==> src/rtl/veda_op_sequencer.sv <==
// veda_op_sequencer: command-driven controller that walks the two-address
// register file through read / compute / writeback sequences over a single
// shared rf_* interface. One command is in flight at a time; cmd_ready is
// only high while idle.
module veda_op_sequencer #(
  parameter int DATA_W = 32,
  parameter int ADDR_W = 5
) (
  input  logic              clk,
  input  logic              rst,
  input  logic              cmd_valid,
  output logic              cmd_ready,
  input  logic [2:0]        cmd_op,
  input  logic [ADDR_W-1:0] cmd_rs1,
  input  logic [ADDR_W-1:0] cmd_rs2,
  input  logic [ADDR_W-1:0] cmd_rd,
  input  logic [DATA_W-1:0] cmd_imm,
  output logic              rf_write_enable,
  output logic              rf_mode,
  output logic [ADDR_W-1:0] rf_addr_a,
  output logic [ADDR_W-1:0] rf_addr_b,
  output logic [DATA_W-1:0] rf_datain,
  input  logic [DATA_W-1:0] rf_dataout,
  output logic              done,
  output logic [DATA_W-1:0] result
);

  localparam logic [2:0] S_IDLE = 3'd0;
  localparam logic [2:0] S_RDA  = 3'd1;
  localparam logic [2:0] S_RDB  = 3'd2;
  localparam logic [2:0] S_CAPA = 3'd3;
  localparam logic [2:0] S_CAPB = 3'd4;
  localparam logic [2:0] S_WB   = 3'd5;
  localparam logic [2:0] S_DONE = 3'd6;

  localparam logic [2:0] OP_ADD = 3'd0;
  localparam logic [2:0] OP_SUB = 3'd1;
  localparam logic [2:0] OP_AND = 3'd2;
  localparam logic [2:0] OP_OR  = 3'd3;
  localparam logic [2:0] OP_XOR = 3'd4;
  localparam logic [2:0] OP_SLL = 3'd5;
  localparam logic [2:0] OP_LDI = 3'd6;
  localparam logic [2:0] OP_RD  = 3'd7;

  logic [2:0]        state;
  logic [2:0]        op_q;
  logic [ADDR_W-1:0] rs1_q;
  logic [ADDR_W-1:0] rs2_q;
  logic [ADDR_W-1:0] rd_q;
  logic [DATA_W-1:0] op_a;
  logic [DATA_W-1:0] op_b;
  logic [DATA_W-1:0] wb_data;
  logic [DATA_W-1:0] alu_out;

  // The second operand is consumed straight off the read port in CAPB,
  // the one cycle in which it is valid.
  assign op_b = rf_dataout;

  assign cmd_ready = (state == S_IDLE);
  assign done      = (state == S_DONE);
  assign rf_addr_b = rf_addr_a;

  // ALU: all arithmetic wraps modulo 2^DATA_W; shifts use the low 5 bits of op_b.
  always_comb begin
    alu_out = '0;
    case (op_q)
      OP_ADD:  alu_out = op_a + op_b;
      OP_SUB:  alu_out = op_a - op_b;
      OP_AND:  alu_out = op_a & op_b;
      OP_OR:   alu_out = op_a | op_b;
      OP_XOR:  alu_out = op_a ^ op_b;
      OP_SLL:  alu_out = op_a << op_b[4:0];
      default: alu_out = '0;
    endcase
  end

  // Sequencer: latch the command on accept, walk the read/compute/write
  // states, and update the visible result only as the command completes.
  always_ff @(posedge clk) begin
    if (rst) begin
      state   <= S_IDLE;
      op_q    <= '0;
      rs1_q   <= '0;
      rs2_q   <= '0;
      rd_q    <= '0;
      op_a    <= '0;
      wb_data <= '0;
      result  <= '0;
    end else begin
      case (state)
        S_IDLE: begin
          if (cmd_valid) begin
            op_q  <= cmd_op;
            rs1_q <= cmd_rs1;
            rs2_q <= cmd_rs2;
            rd_q  <= cmd_rd;
            if (cmd_op == OP_LDI) begin
              wb_data <= cmd_imm;
              state   <= S_WB;
            end else begin
              state <= S_RDA;
            end
          end
        end
        S_RDA: begin
          state <= (op_q == OP_RD) ? S_CAPA : S_RDB;
        end
        S_RDB: begin
          op_a  <= rf_dataout;
          state <= S_CAPB;
        end
        S_CAPA: begin
          op_a   <= rf_dataout;
          result <= rf_dataout;
          state  <= S_DONE;
        end
        S_CAPB: begin
          wb_data <= alu_out;
          state   <= S_WB;
        end
        S_WB: begin
          result <= wb_data;
          state  <= S_DONE;
        end
        S_DONE: begin
          state <= S_IDLE;
        end
        default: begin
          state <= S_IDLE;
        end
      endcase
    end
  end

  // Register-file control decoded from the current state and latched
  // command fields only; idle and done park the port in read mode at 0.
  always_comb begin
    rf_write_enable = 1'b0;
    rf_mode         = 1'b1;
    rf_addr_a       = '0;
    rf_datain       = '0;
    case (state)
      S_RDA: rf_addr_a = rs1_q;
      S_RDB: rf_addr_a = rs2_q;
      S_WB: begin
        rf_mode         = 1'b0;
        rf_write_enable = 1'b1;
        rf_addr_a       = rd_q;
        rf_datain       = wb_data;
      end
      default: begin
        rf_write_enable = 1'b0;
      end
    endcase
  end

endmodule

==> config.mk <==
export PLATFORM = sky130hd
export DESIGN_NAME = veda_op_sequencer
export DESIGN_NICKNAME = d
export VERILOG_FILES = /design/src/rtl/veda_op_sequencer.sv
export SDC_FILE = /design/constraint.sdc
export NUM_CORES = 1
export LEC_CHECK = 0
export ABC_AREA = 1
export CAP_MARGIN = 20
export CORE_MARGIN = 2
export CORE_UTILIZATION = 50
export CTS_CLUSTER_SIZE = 12
export DETAILED_ROUTE_END_ITERATION = 8
export PLACE_DENSITY = 0.75
export SLEW_MARGIN = 20
export SYNTH_ARGS = -nofsm -noshare
export SYNTH_HDL_FRONTEND = slang
export SYNTH_SLANG_ARGS = --single-unit
export TNS_END_PERCENT = 100
==> constraint.sdc <==
create_clock -name clk -period 3.7 [get_ports clk]
set_input_delay 0.37 -clock clk [delete_from_list [all_inputs] [get_ports clk]]
set_output_delay 0.37 -clock clk [all_outputs]
set_load 0.005 [all_outputs]
==> impl_results.md <==
- TritonRoute pass-1 iters: 6
- Distinct cells, synth: 45
- Vias in the first global route: roughly 13,000
- Crit path top cell by count: nand2_1
- GRT overflow: 0
- Sequential power share: 24.3%
- # IOs: 163
- Synth Area per Inst: 5.92 sq um
- Largest cells by area after synthesis: dfxtp_1 21%, nand2_1 20%, ha_1 11%
- Final worst-path cycle share: 95.6%
- RSZ-0062 raised after global routing: yes
- TritonCTS clock tree: yes
- Max Cap Viol: 0
- Post-synth EDFFs: 0
- Crit path arrival time: 3.89 ns
- Max Root-Sink Buffers: 2
- ANT nets after route: 0
- Async set-reset flop share out of synthesis: 0%
- Worst slew pin tran: around 1.2 ns
- Mean number of vias per cell: 5.76
- Crit Path Class: in2reg
- Die area: 0.0237 sq mm
- WL per Instance: a little under 20 um
- Finished Cell Area: 0.0147 sq mm
- Post-synth top cells: 593 x nand2_1, 239 x inv_1, 213 x nand3_1
- Worst IR Drop VDD: 0.357 mV
- Pleak: roughly 7 nW
- P per Cell Area: 464 mW/mm^2
- DRT Wirelength: 47,100 um
- Leading area contributor after synthesis: dfxtp_1
- DP Area: 0.0139 sq mm
- Gate power share: 50.4%
- Layout area overhead: 30.9%
- FF+latch count, synth: 117
- Largest net degree at the start of global routing: 65
- Req. time, crit path: 4.06 ns
- Site Rows: 54
- Largest stage delay on the critical path: 0.46 ns
- Final net count: 2,325
- NetSw: 3.09 mW
- Power share of the clock group: 25.3%
- Status: completed
- Clk root buf: clkbuf_16
- Post-Syn Nets: 2,079
- Worst Hold Class: reg2reg
- Setup violations, final: 0
- HPWL after detailed placement: 36,500 um
- Seq/Total Area, Yosys: between 20% and 30%
- Clk sinks: between 100 and 150
- Relative max-transition margin: 23.1%
- PortBufs: 162
- Cts bufs inserted: 17
- Fin crit period: 3.54 ns
- Fin. max-slew vios: 0
- Worst-path fanout max: 5
- Core area: 0.0219 sq mm
- Initial antenna violation count: 0
- Worst Setup End Kind: flop
- First-pass GRT wire length: 72,800 um
- Share of layout cells above drive strength 1: 11.8%
- Switching share of power: 45.3%
- Post-Route Skew: roughly 0.013 ns
- Worst path cell trace: clkdlybuf4s50_1, buf_4, nor2_1, nand2_2, buf_4, nor2_2, nand2_1, nand2_2, o21ai_0, xor2_1, inv_1, ha_1, buf_4, nand2_1, nor2_2, nand2_1, nor4_1, nand2_1, nand3_1, nand3_1, nand2_2, nand2_1, a21oi_1
- Clk pin slew, worst setup/hold paths: 0.07 ns
- Int Pwr: between 3 and 4 mW
- Crit start category: input pin
- Routed via count: 14,008
- Dominant synthesized flop cell: dfxtp_1
- CP bufs+invs: 5
- Final hold violation count: 0
- Slowest stage cell, crit path: clkdlybuf4s50_1
- Count leader, synth: nand2_1
- CTS Hold Buffers Added: 0
- Kind of cell adding the most delay to the critical path: simple AND/OR/NAND/NOR gates
- N_diodes: 0
- GR Util All Layers: 39.3%
- Die Span X: 154 um
- Hold_ws: 0.452 ns
- Synth Warn #: 0
- Die H: ~150 um
- Syn Inst Count: ~1,900
- Top-area cell type share of the netlist area: 20.9%
- Residual DRC count: 0
- RD Place Congestion: 1.03
- Htree depth: 4
- DR iter-0 viols: roughly 1,400
- Starting Density: 51.3%
- Syn Std Cell Area: between 0.01 and 0.015 sq mm
- Maximum clock rate: 283 MHz
- Clk_lat worst skew: 0.43 ns
==> cell families after synthesis <==
logic type	share of synthesized area (%)
and+or+nand+nor	35.3
buffers and inverters	12.2
AOI/OAI and AO/OA	18.0
xor gates and xnor gates	2.42
adders and majority gates	11.2
DFF	20.9
==> cell type report <==
| cell class | instances | area [sq um] |
|---|---|---|
| Clock buffer | 17 | 425 |
| Clock inverter | 14 | 151 |
| Fill cell | 2034 | 7200 |
| Inverter | 244 | 922 |
| Multi-Input combinational cell | 1440 | 7670 |
| Sequential cell | 117 | 2340 |
| Tap cell | 280 | 350 |
| Timing Repair Buffer | 320 | 2830 |
==> path summary, 6_finish.rpt <==
check	endpoint	slack (ns)	startpoint	cells after the start
worst max register to register	wb_data[24]	0.25	op_q[0]	18
worst min register to register	rs1_q[1]	0.45	rs1_q[1]	2
worst min-delay path	rs1_q[1]	0.45	rs1_q[1]	2
worst max-delay path	wb_data[28]	0.16	rf_dataout[5]	23
==> per-layer routing <==
metal / share of wire, % / wire (um) / up-vias / global-route usage (%)
met5: 0 / 0 / - / 0
li1: - / - / 6670 / -
met4: 6.0 / 2840 / 0 / 21.4
met1: 41 / 19100 / 6459 / 50.4
met3: 8.2 / 3840 / 152 / 5.86
met2: 45 / 21400 / 727 / 63.5
==> worst reg2reg max path: stages, from the launching register on <==
cell and delay [ns]:
dfxtp_1 0.37, inv_1 0.10, nor2_1 0.18, nand2_1 0.17, buf_4 0.20, o21ai_0 0.40, fa_1 0.32, inv_1 0.08
nand3_1 0.07, nand3_1 0.29, nand2_1 0.18, nand2_1 0.17, nand2_1 0.19, nand3_1 0.13, nand2_1 0.07, nand3_1 0.11
nand3_1 0.13, nand2_1 0.07, a21oi_1 0.14
==> power by group through the flow <==
| stage | logic [mW] | registers, mW | clock network, mW |
|---|---|---|---|
| 2_1_floorplan | 1.87 | 1.59 | 0 |
| 3_3_place_gp | 3.20 | 1.66 | 0 |
| 3_5_place_dp | 3.25 | 1.66 | 0 |
| 4_1_cts | 3.28 | 1.64 | 1.72 |
| 5_1_grt | 3.73 | 1.67 | 1.77 |
| 6_report | 3.44 | 1.65 | 1.72 |
==> what timing repair did <==
| action | in CTS | in global routing |
|---|---|---|
| setup endpoints to repair | 2 | 22 |
| pin swaps | 1 | 12 |
| gates resized for setup | 5 | 40 |
| buffers inserted | 0 | 4 |
==> state kept, by name, summed over array words and instances, names as in the netlist <==
name and flops:
op_a 32, result 32, wb_data 32, rd_q 5
rs1_q 5, rs2_q 5, op_q 3, state 3
==> metrics by stage <==
stage          power (mW)  TNS (ns)  utilization (%)  cells  worst slack (ns)
2_1_floorplan        3.46         0                -   1894             0.532
3_3_place_gp         4.86     -5.04             63.6   2397            -0.518
3_5_place_dp         4.92     -5.56             63.6   2397            -0.532
4_1_cts              6.64         0             66.3   2428            0.0340
5_1_grt              7.17   -0.0542             67.1   2432           -0.0542
6_report             6.81         0             67.1   2432             0.164
==> cell usage in the layout (no fill, tap or decap), types with 7 or more instances in the layout <==
| cell | count |
|---|---|
| nand2_1 | 579 |
| inv_1 | 237 |
| nand3_1 | 206 |
| clkdlybuf4s50_1 | 158 |
| buf_4 | 156 |
| o21ai_0 | 131 |
| a21oi_1 | 128 |
| dfxtp_1 | 117 |
| ha_1 | 98 |
| nor2_1 | 89 |
| a31oi_1 | 34 |
| xor2_1 | 31 |
| o211ai_1 | 18 |
| nand2_2 | 17 |
| clkbuf_16 | 17 |
| a221oi_1 | 15 |
| nor3_1 | 10 |
| a21oi_2 | 9 |
| nand3b_1 | 7 |
| nand3_2 | 7 |
| nand4_1 | 7 |
No activity file was read; power rests on OpenSTA's default activity.
